**src/rtl/mem_arb_pkg.sv**
```systemverilog
`default_nettype none
// ============================================================================
// Module  : mem_arb_pkg
// Purpose : Shared types and constants for the I/D memory arbiter.
//           arb_state_t - arbiter FSM state encoding
//           gnt_id_t    - identifies the requester that holds the memory
// Revision: 1.0 - initial release
// ============================================================================
package mem_arb_pkg;

   typedef enum logic [1:0] {
      ARB_IDLE   = 2'd0,
      ARB_BUSY_I = 2'd1,
      ARB_BUSY_D = 2'd2
   } arb_state_t;

   typedef logic gnt_id_t;

   localparam gnt_id_t GNT_I = 1'b0;
   localparam gnt_id_t GNT_D = 1'b1;

endpackage
`default_nettype wire

```
**src/rtl/mem_arb_pick.sv**
```systemverilog
`default_nettype none
// ============================================================================
// Module  : mem_arb_pick
// Purpose : Combinational grant selector for the memory arbiter.
//           MEM_ARB_RR_EN undefined : fixed priority, D over I.
//           MEM_ARB_RR_EN defined   : on a tie, grant the requester that was
//                                     not granted last.
// Ports   : i_elig    in  fetch requester eligible this cycle
//           d_elig    in  load/store requester eligible this cycle
//           last_gnt  in  previous grant (only with MEM_ARB_RR_EN)
//           gnt_valid out at least one requester eligible
//           gnt_id    out selected requester (GNT_I / GNT_D)
// Revision: 1.0 - initial release
// ============================================================================
module mem_arb_pick
   import mem_arb_pkg::*;
(
   input  logic    i_elig,
   input  logic    d_elig,
`ifdef MEM_ARB_RR_EN
   input  gnt_id_t last_gnt,
`endif
   output logic    gnt_valid,
   output gnt_id_t gnt_id
);

   always_comb begin
      gnt_valid = i_elig | d_elig;
      gnt_id    = GNT_I;
`ifdef MEM_ARB_RR_EN
      if (i_elig && d_elig) begin
         gnt_id = (last_gnt == GNT_I) ? GNT_D : GNT_I;
      end else if (d_elig) begin
         gnt_id = GNT_D;
      end
`else
      // The load/store belongs to the older instruction, so it goes first.
      if (d_elig) begin
         gnt_id = GNT_D;
      end
`endif
   end

endmodule
`default_nettype wire

```
**src/rtl/mem_arbiter.sv**
```systemverilog
`default_nettype none
// ============================================================================
// Module  : mem_arbiter
// Purpose : Shares one single-ported memory between instruction fetch (I)
//           and load/store (D). One transaction at a time; memory request is
//           held until mem_ready, then the owner gets a one-cycle ack.
//           Optional macro MEM_ARB_RR_EN selects round-robin tie breaking.
// Ports   : clk, rst (async, active high)
//           i_req/i_addr -> i_ack/i_rdata          fetch port
//           d_req/d_we/d_addr/d_wdata -> d_ack/d_rdata   data port
//           mem_req/mem_we/mem_addr/mem_wdata -> memory
//           mem_ready/mem_rdata <- memory
//           stall  : a request is pending and not yet acknowledged
// Revision: 1.0 - initial release
// ============================================================================
module mem_arbiter
   import mem_arb_pkg::*;
#(
   parameter int ADDR_W = 32,
   parameter int DATA_W = 32
) (
   input  logic              clk,
   input  logic              rst,
   input  logic              i_req,
   input  logic [ADDR_W-1:0] i_addr,
   output logic              i_ack,
   output logic [DATA_W-1:0] i_rdata,
   input  logic              d_req,
   input  logic              d_we,
   input  logic [ADDR_W-1:0] d_addr,
   input  logic [DATA_W-1:0] d_wdata,
   output logic              d_ack,
   output logic [DATA_W-1:0] d_rdata,
   output logic              mem_req,
   output logic              mem_we,
   output logic [ADDR_W-1:0] mem_addr,
   output logic [DATA_W-1:0] mem_wdata,
   input  logic              mem_ready,
   input  logic [DATA_W-1:0] mem_rdata,
   output logic              stall
);

   arb_state_t        state_q,     state_d;
   logic              i_ack_q,     i_ack_d;
   logic              d_ack_q,     d_ack_d;
   logic              mem_req_q,   mem_req_d;
   logic              mem_we_q,    mem_we_d;
   logic [ADDR_W-1:0] mem_addr_q,  mem_addr_d;
   logic [DATA_W-1:0] mem_wdata_q, mem_wdata_d;
   logic [DATA_W-1:0] i_rdata_q,   i_rdata_d;
   logic [DATA_W-1:0] d_rdata_q,   d_rdata_d;
`ifdef MEM_ARB_RR_EN
   gnt_id_t           last_gnt_q,  last_gnt_d;
`endif

   // A requester being acked this cycle still shows req high; it must not
   // be granted again until the following cycle.
   logic    i_elig, d_elig, gnt_valid;
   gnt_id_t gnt_id;

   assign i_elig = i_req & ~i_ack_q;
   assign d_elig = d_req & ~d_ack_q;

   mem_arb_pick u_pick (
      .i_elig    (i_elig),
      .d_elig    (d_elig),
`ifdef MEM_ARB_RR_EN
      .last_gnt  (last_gnt_q),
`endif
      .gnt_valid (gnt_valid),
      .gnt_id    (gnt_id)
   );

   always_comb begin
      state_d     = state_q;
      i_ack_d     = 1'b0;
      d_ack_d     = 1'b0;
      mem_req_d   = mem_req_q;
      mem_we_d    = mem_we_q;
      mem_addr_d  = mem_addr_q;
      mem_wdata_d = mem_wdata_q;
      i_rdata_d   = i_rdata_q;
      d_rdata_d   = d_rdata_q;
`ifdef MEM_ARB_RR_EN
      last_gnt_d  = last_gnt_q;
`endif
      case (state_q)
         ARB_IDLE: begin
            if (gnt_valid) begin
               mem_req_d = 1'b1;
`ifdef MEM_ARB_RR_EN
               last_gnt_d = gnt_id;
`endif
               if (gnt_id == GNT_D) begin
                  mem_we_d    = d_we;
                  mem_addr_d  = d_addr;
                  mem_wdata_d = d_wdata;
                  state_d     = ARB_BUSY_D;
               end else begin
                  mem_we_d    = 1'b0;
                  mem_addr_d  = i_addr;
                  mem_wdata_d = '0;
                  state_d     = ARB_BUSY_I;
               end
            end
         end
         ARB_BUSY_I: begin
            if (mem_ready) begin
               i_rdata_d = mem_rdata;
               i_ack_d   = 1'b1;
               mem_req_d = 1'b0;
               state_d   = ARB_IDLE;
            end
         end
         ARB_BUSY_D: begin
            if (mem_ready) begin
               // Stores return nothing; keep the last load data visible.
               if (!mem_we_q) begin
                  d_rdata_d = mem_rdata;
               end
               d_ack_d   = 1'b1;
               mem_req_d = 1'b0;
               mem_we_d  = 1'b0;
               state_d   = ARB_IDLE;
            end
         end
         default: begin
            state_d   = ARB_IDLE;
            mem_req_d = 1'b0;
            mem_we_d  = 1'b0;
         end
      endcase
   end

   always_ff @(posedge clk or posedge rst) begin
      if (rst) begin
         state_q     <= ARB_IDLE;
         i_ack_q     <= 1'b0;
         d_ack_q     <= 1'b0;
         mem_req_q   <= 1'b0;
         mem_we_q    <= 1'b0;
         mem_addr_q  <= '0;
         mem_wdata_q <= '0;
         i_rdata_q   <= '0;
         d_rdata_q   <= '0;
`ifdef MEM_ARB_RR_EN
         last_gnt_q  <= GNT_I;
`endif
      end else begin
         state_q     <= state_d;
         i_ack_q     <= i_ack_d;
         d_ack_q     <= d_ack_d;
         mem_req_q   <= mem_req_d;
         mem_we_q    <= mem_we_d;
         mem_addr_q  <= mem_addr_d;
         mem_wdata_q <= mem_wdata_d;
         i_rdata_q   <= i_rdata_d;
         d_rdata_q   <= d_rdata_d;
`ifdef MEM_ARB_RR_EN
         last_gnt_q  <= last_gnt_d;
`endif
      end
   end

   assign i_ack     = i_ack_q;
   assign d_ack     = d_ack_q;
   assign i_rdata   = i_rdata_q;
   assign d_rdata   = d_rdata_q;
   assign mem_req   = mem_req_q;
   assign mem_we    = mem_we_q;
   assign mem_addr  = mem_addr_q;
   assign mem_wdata = mem_wdata_q;
   assign stall     = (i_req & ~i_ack_q) | (d_req & ~d_ack_q);

endmodule
`default_nettype wire

```
**config.mk**
```make
export PLATFORM = sky130hd
export DESIGN_NAME = mem_arbiter
export DESIGN_NICKNAME = d
export VERILOG_FILES = /design/src/rtl/mem_arb_pkg.sv /design/src/rtl/mem_arb_pick.sv /design/src/rtl/mem_arbiter.sv
export SDC_FILE = /design/constraint.sdc
export NUM_CORES = 1
export LEC_CHECK = 0
export ABC_AREA = 1
export BUFFER_PORTS_ARGS = -buffer_cell sky130_fd_sc_hd__buf_4
export CAP_MARGIN = 40
export CORE_ASPECT_RATIO = 0.5
export CORE_MARGIN = 5
export CORE_UTILIZATION = 42
export DETAILED_ROUTE_END_ITERATION = 12
export GPL_TIMING_DRIVEN = 0
export PLACE_DENSITY_LB_ADDON = 0.15
export SKIP_CTS_REPAIR_TIMING = 1
export SLEW_MARGIN = 30
export SYNTH_ARGS = -nofsm -noshare
export SYNTH_HDL_FRONTEND = slang
export SYNTH_SLANG_ARGS = --single-unit
```
**constraint.sdc**
```tcl
create_clock -name clk -period 3.6 [get_ports clk]
set_input_delay 0.36 -clock clk [delete_from_list [all_inputs] [get_ports clk]]
set_output_delay 0.36 -clock clk [all_outputs]
set_load 0.1 [all_outputs]
```
==> results.json, run 1 <==
{
  "critPathMaxFanout": 10,
  "grt_pass1_vias": 5302,
  "synth_nets": 798,
  "min_period_ps": 2060,
  "reg2reg_depth": 7,
  "synth_top_cell_area_share": 0.578,
  "area_growth_syn_to_layout_pct": 51.9,
  "cts_root_buf": "clkbuf_16",
  "status": "complete, no violations",
  "grt.overflow.total": 0,
  "viasPerCell": 4.61,
  "hold_viol": 0,
  "pin_count": 267,
  "ys_warn_count": 0,
  "initial_utilization": 0.428,
  "via_count": 5316,
  "worst_ep_arrival_time_ps": 1700,
  "r2r-start": "state_q[1]",
  "die_area_sq_mm": 0.0164,
  "worstHoldPathCells": 3,
  "setup.worst_path.start_class": "register",
  "endpoint_kind": "output pin",
  "critPathKind": "register to output pin",
  "clock_latency_ps": 400,
  "synth-main-ff-cell": "dfrtp_1",
  "hold_class": "input port to register",
  "firstDrtPassIters": 5,
  "final_util": 0.650,
  "postSynthCellCount": 661,
  "yosys-top-cells-count": "nand2_1, dfrtp_1, nand3_1, inv_1",
  "wirelength_microns": 16900,
  "antenna_found_initial": 0,
  "nNetsFinal": 1088,
  "path_clk_slew_ps": 60,
  "htreeDepth": 4,
  "synth_edf_count": 0,
  "portBuffers": 265,
  "fp.coreArea_sq_mm": 0.0136,
  "drv_cap": 0,
  "wl_per_cell_microns": 14.7,
  "drcViolationCount": 0,
  "post-route-period-util": 0.571,
  "cp.required_ps": 3240,
  "ys_seq_elements": 134,
  "cts_buffers": 17,
  "setup_viol": 0,
  "grt_pass1_wl_microns": 26700,
  "hold_path.startpoint": "d_wdata[15]",
  "first_iter_violations": 248,
  "syn_area_sq_mm": 0.00580,
  "drive_above_1_share": 0.387,
  "yosysMostFrequentCell": "nand2_1",
  "syn_avg_cell_area_sq_um": 8.77,
  "synth_top_cells_by_area": "dfrtp_1, nand2_1, nand3_1",
  "fin_skew_ps": 12.6,
  "max_freq_ghz": 0.487,
  "cts_tree": "done",
  "slew_viol_final": 0,
  "synthArstFlopShare": 1.00,
  "ys_seq_area_frac": 0.578,
  "slew_headroom": 0.664,
  "r2r_end": "i_rdata[19]",
  "die_y_microns": 93.1,
  "place_congestion": 0.801,
  "synth_area_leader_cell": "dfrtp_1",
  "grt_max_degree": 31,
  "clk_path_buf_depth": 2,
  "whs_endpoint": "mem_wdata[15]",
  "synth_cell_types": 20,
  "row_count": 30,
  "die_w_microns": 176,
  "dpl.hpwl_microns": 12800,
  "worstMarginPinSlew_ps": 504,
  "diodes": 0,
  "ant_nets": 0,
  "cts.sinks": 134,
  "rsz0062_at_grt": "false",
  "grt.total_usage": 0.203,
  "rrSetupSlack_ps": 2000,
  "tns_ps": 0,
  "fill_cells": 1169
}
## metrics by stage
stage / hold WS (ps) / worst slack (ps) / cells / area (sq um)
global route: 137 / 1440 / 1154 / 8810
global placement: 456 / 691 / 1118 / 8030
floorplan: 467 / 1570 / 661 / 5800
finish: 156 / 1540 / 1154 / 8810
CTS: -69.0 / 1500 / 1153 / 8800
detailed placement: 356 / 1930 / 1123 / 8150
## final cells by class
type                       count  area [sq um]  share of cell area
buffer                        40           260              0.0295
clock buffer                  19           453              0.0514
clock inverter                11           198              0.0224
inverter                      41           158              0.0179
multi-input combinational    446          2030               0.231
sequential                   134          3350               0.381
tap                          192           240              0.0273
timing repair buffer         271          2110               0.240
## worst max-delay path, cell delays in order, from the launching register on
cell     delay (ps)
dfrtp_1         380
inv_2           170
nand2_8         110
nand2_4         140
buf_4           190
buf_4           300
## routing by layer
metal / share of wire / wire length, microns / up-vias / GRT usage
met5: 0 / 0 / - / 0
met1: 0.42 / 7150 / 2491 / 0.249
met2: 0.50 / 8460 / 151 / 0.355
li1: - / - / 2662 / -
met3: 0.068 / 1150 / 12 / 0.0634
met4: 0.011 / 178 / 0 / 0.0467
## sequential cells by signal, indices dropped and copies added, names as in the netlist
register and flops:
d_ack 1, d_rdata 32, mem_wdata 32, i_rdata 32, i_ack 1, mem_req 1
mem_we 1, state_q 2, mem_addr 32
## cells by family after synthesis
kind of cell    after synthesis  share of synthesized area
flops                       134                      0.578
simple gates                378                      0.267
buf+inv                      81                     0.0714
compound gates               65                     0.0768
fa+ha+maj                     3                    0.00647
## how the worst max path moves through the flow
stage	to	startpoint	slack, ps	depth (start not counted)
3_3_place_gp	d_rdata[13]	rst	690	2
2_1_floorplan	d_ack	rst	1570	1
3_5_place_dp	stall	d_ack	1930	5
5_1_grt	stall	d_ack	1440	5
6_report	stall	d_ack	1540	5
4_1_cts	stall	d_ack	1500	5
## placed cells by master (no fill, tap or decap), types with 2 or more instances in the layout
master,n
buf_12,3
clkbuf_1,6
buf_6,7
buf_4,275
dfrtp_1,134
clkbuf_8,2
buf_16,2
nand2_4,2
clkbuf_16,17
clkinv_4,2
buf_2,16
bufinv_16,5
clkinvlp_4,2
o21ai_2,32
inv_2,2
inv_1,38
ha_1,3
o21ai_0,32
inv_6,2
nand2_1,303
nand3_1,68
Power of run 1 is not shown: default switching activity piles up to over one toggle a cycle in this logic, so the estimate is an artifact.
==> run 2: changes to the inputs <==
==> constraint.sdc (replaced) <==
create_clock -name clk -period 1.74 [get_ports clk]
set_input_delay 0.174 -clock clk [delete_from_list [all_inputs] [get_ports clk]]
set_output_delay 0.174 -clock clk [all_outputs]
set_load 0.1 [all_outputs]
==> results.json, run 2 (synthesis gave the netlist of run 1 again) <==
{
  "worst_ep_arrival_time_ps": 1450,
  "cp.required_ps": 1570,
  "cts_root_buf": "clkbuf_16",
  "reg2reg_depth": 8,
  "worstMarginPinSlew_ps": 448,
  "rsz0062_at_grt": "false",
  "layout_common_cells": "nand2_1, buf_4, dfrtp_1",
  "drv_cap": 0,
  "row_count": 30,
  "cts_tree": "done",
  "fin_ws_ps": 116,
  "postLayoutCellArea_sq_mm": 0.00914,
  "cts.sinks": 134,
  "initial_utilization": 0.428,
  "viasPerCell": 4.63,
  "status": "finished, violations left",
  "worstHoldPathCells": 3,
  "crit_path_max_incr_delay_ps": 400,
  "firstDrtPassIters": 4,
  "slew_viol_final": 0,
  "drcViolationCount": 0,
  "critPathKind": "register to output pin",
  "cp_cell_sequence": "inv_4 -> nand2_8 -> nand2_4 -> buf_12",
  "clk_path_buf_depth": 2,
  "grt_max_degree": 31,
  "violations": "negative hold slack",
  "first_iter_violations": 300,
  "die_y_microns": 93.1,
  "grt.total_usage": 0.203,
  "fp.coreArea_sq_mm": 0.0136,
  "clock_latency_ps": 410,
  "path_clk_slew_ps": 50,
  "htreeDepth": 4,
  "slew_headroom": 0.702,
  "cp_slowest_cell": "dfrtp_1",
  "post-route-period-util": 0.933,
  "grt_pass1_wl_microns": 26700,
  "cts_buffers": 17,
  "hold_viol": 1,
  "setup_viol": 0,
  "min_period_ps": 1620,
  "place_congestion": 0.801,
  "layout_commonest_cell": "nand2_1",
  "hold_class": "input port to register",
  "pin_count": 267,
  "die_w_microns": 176,
  "antenna_found_initial": 0,
  "endpoint_kind": "output pin",
  "grt.overflow.total": 0,
  "max_freq_ghz": 0.616,
  "wirelength_microns": 17700,
  "via_count": 5493,
  "nNetsFinal": 1119,
  "dpl.hpwl_microns": 12800,
  "wl_per_cell_microns": 14.9,
  "fin_skew_ps": 13.9,
  "setup.worst_path.start_class": "register",
  "whs_ps": -5.07,
  "drive_above_1_share": 0.375,
  "ant_nets": 0,
  "placed_area_sq_mm": 0.00815,
  "area_growth_syn_to_layout_pct": 57.6,
  "die_area_sq_mm": 0.0164,
  "critPathMaxFanout": 18,
  "place_ws_ps": 116,
  "portBuffers": 265,
  "grt_pass1_vias": 5302
}
==> run 2: cell count changes in the layout (fill, tap and decap cells not counted) <==
| cell | change |
|---|---|
| dlygate4sd3_1 | +32 |
| buf_4 | -2 |
| buf_12 | +1 |
| clkbuf_1 | -1 |
| clkbuf_2 | +1 |
| diode_2 | +1 |
| inv_2 | -1 |
| inv_4 | +1 |
==> run 2: layout make-up <==
class                           count  area (sq um)
Inverter                           41           160
Sequential cell                   134          3350
Clock buffer                       19           453
Tap cell                          192           240
Multi-Input combinational cell    446          2030
Clock inverter                     11           198
Buffer                             39           254
Fill cell                        1111          4410
Antenna cell                        1          2.50
Timing Repair Buffer              303          2450
==> run 2: metrics by stage <==
stage                     setup TNS [ps]  instances   util
final                                  0       1186  0.674
after global routing                   0       1185  0.674
after CTS                           -171       1153  0.649
after detailed placement               0       1123  0.601
after global placement           -131220       1118  0.593
after floorplan                   -17780        661      -
==> run 2: worst paths after layout <==
kind	from	endpoint	slack, ps
worst max-delay path	d_ack	stall	120
worst max register to register	state_q[0]	mem_wdata[22]	160
max in group asynchronous	rst	i_rdata[15]	780
min in group asynchronous	rst	mem_wdata[27]	320
worst min register to register	mem_wdata[10]	mem_wdata[10]	470
worst min-delay path	d_wdata[30]	mem_wdata[30]	-5
==> run 2: per-layer routing <==
metal,vias up,part of all wire,global-route usage
met3,25,0.066,0.0634
met5,-,0,0
met4,0,0.017,0.0467
met2,176,0.50,0.355
li1,2725,-,-
met1,2567,0.42,0.249
==> run 2: critical path: cells and delay by family, from the launching register on <==
kind / cells / cell delay [ps]
DFF: 1 / 400
buffers and inverters: 2 / 340
and+or+nand+nor: 2 / 300
Power of run 2 is left out for the same reason.
==> run 3: changes to the inputs <==
--- a/config.mk
+++ b/config.mk
@@ -11,8 +11,8 @@
 export CORE_ASPECT_RATIO = 0.5
 export CORE_MARGIN = 5
 export CORE_UTILIZATION = 42
+export CTS_CLUSTER_SIZE = 25
 export DETAILED_ROUTE_END_ITERATION = 12
-export GPL_TIMING_DRIVEN = 0
 export PLACE_DENSITY_LB_ADDON = 0.15
 export SKIP_CTS_REPAIR_TIMING = 1
 export SLEW_MARGIN = 30
==> results.json, run 3 (synthesis gave the netlist of run 1 again) <==
{
  "status": "finished, violations left",
  "violations": "negative hold slack",
  "cts_buffers": 17,
  "place_congestion": 0.778,
  "r2r-start": "state_q[0]",
  "rrSetupSlack_ps": 190,
  "path_clk_slew_ps": 60,
  "cp.required_ps": 1570,
  "cts_root_buf": "clkbuf_16",
  "endpoint_kind": "output pin",
  "slew_headroom": 0.735,
  "crit_start": "d_ack",
  "cp_cell_sequence": "inv_2 -> nand2_8 -> nand2_8 -> buf_6",
  "cts_tree": "done",
  "via_count": 5288,
  "worst_ep_arrival_time_ps": 1460,
  "hold_class": "input port to register",
  "critPathMaxFanout": 36,
  "antenna_found_initial": 0,
  "die_area_sq_mm": 0.0164,
  "min_period_ps": 1630,
  "diodes": 0,
  "grt.overflow.total": 0,
  "whs_ps": -19.1,
  "hold_path.startpoint": "d_wdata[22]",
  "grt.total_usage": 0.192,
  "fin_skew_ps": 11.3,
  "nNetsFinal": 1084,
  "drv_cap": 0,
  "die_y_microns": 93.1,
  "initial_utilization": 0.428,
  "slew_viol_final": 0,
  "reg2reg_depth": 7,
  "cts.sinks": 134,
  "clock_latency_ps": 400,
  "drive_above_1_share": 0.365,
  "portBuffers": 266,
  "firstDrtPassIters": 7,
  "hold_viol": 3,
  "critPathKind": "register to output pin",
  "crit_path_max_incr_delay_ps": 390,
  "drcViolationCount": 0,
  "htreeDepth": 4,
  "ant_nets": 0,
  "worstHoldPathCells": 3,
  "setup_viol": 0,
  "pin_count": 267,
  "grt_pass1_vias": 5094,
  "layout_common_cells": "nand2_1, buf_4, dfrtp_1",
  "instances_no_fill": 1152,
  "wirelength_microns": 16300,
  "area_growth_syn_to_layout_pct": 53.3,
  "fp.coreArea_sq_mm": 0.0136,
  "dpl.hpwl_microns": 11500,
  "row_count": 30,
  "die_w_microns": 176,
  "cp_common_cell": "nand2_8",
  "clk_path_buf_depth": 2,
  "place_inst": 1090,
  "cp_slowest_cell": "dfrtp_1",
  "worstMarginPinSlew_ps": 397,
  "viasPerCell": 4.59,
  "post-route-period-util": 0.936,
  "layout_commonest_cell": "nand2_1",
  "grt_pass1_wl_microns": 25600,
  "first_iter_violations": 296,
  "max_freq_ghz": 0.614,
  "rsz0062_at_grt": "false",
  "setup.worst_path.start_class": "register",
  "wl_per_cell_microns": 14.1,
  "final_util": 0.656,
  "grt_max_degree": 76
}
## run 3: critical path: cells and delay by family, from the launching register on
kind          cells  cell delay (ps)
flops             1              390
buf+inv           2              340
simple gates      2              340
## run 3: cell type report
type                            instances  area [sq um]
Timing Repair Buffer                  307          2450
Tap cell                              192           240
Clock buffer                           19           453
Fill cell                            1123          4660
Multi-Input combinational cell        446          2040
Clock inverter                         13           194
Sequential cell                       134          3350
Inverter                               41           158
## run 3: final timing paths
check / to
min in group asynchronous: mem_wdata[23]
hold / removal: mem_wdata[22]
setup reg to reg: d_rdata[22]
max in group asynchronous: i_rdata[10]
setup / recovery: stall
hold reg to reg: mem_wdata[11]
## run 3: routing by layer
layer	vias up	GRT usage	wire length (microns)
met5	-	0	0
met4	0	0.0473	180
met3	16	0.0545	1120
met2	158	0.333	8240
met1	2470	0.239	6720
li1	2644	-	-
## run 3: through the flow
step | instance area (sq um) | setup WS [ps] | TNS [ps] | hold slack [ps]
5_1_grt | 8890 | 6.18 | 0 | -6.74
6_report | 8890 | 111 | 0 | -19.1
3_3_place_gp | 7930 | 248 | 0 | 328
3_5_place_dp | 7930 | 210 | 0 | 336
4_1_cts | 8570 | -27.0 | -27.0 | -98.8
2_1_floorplan | 5800 | -151 | -17780 | 285
Power of run 3 is left out for the same reason.
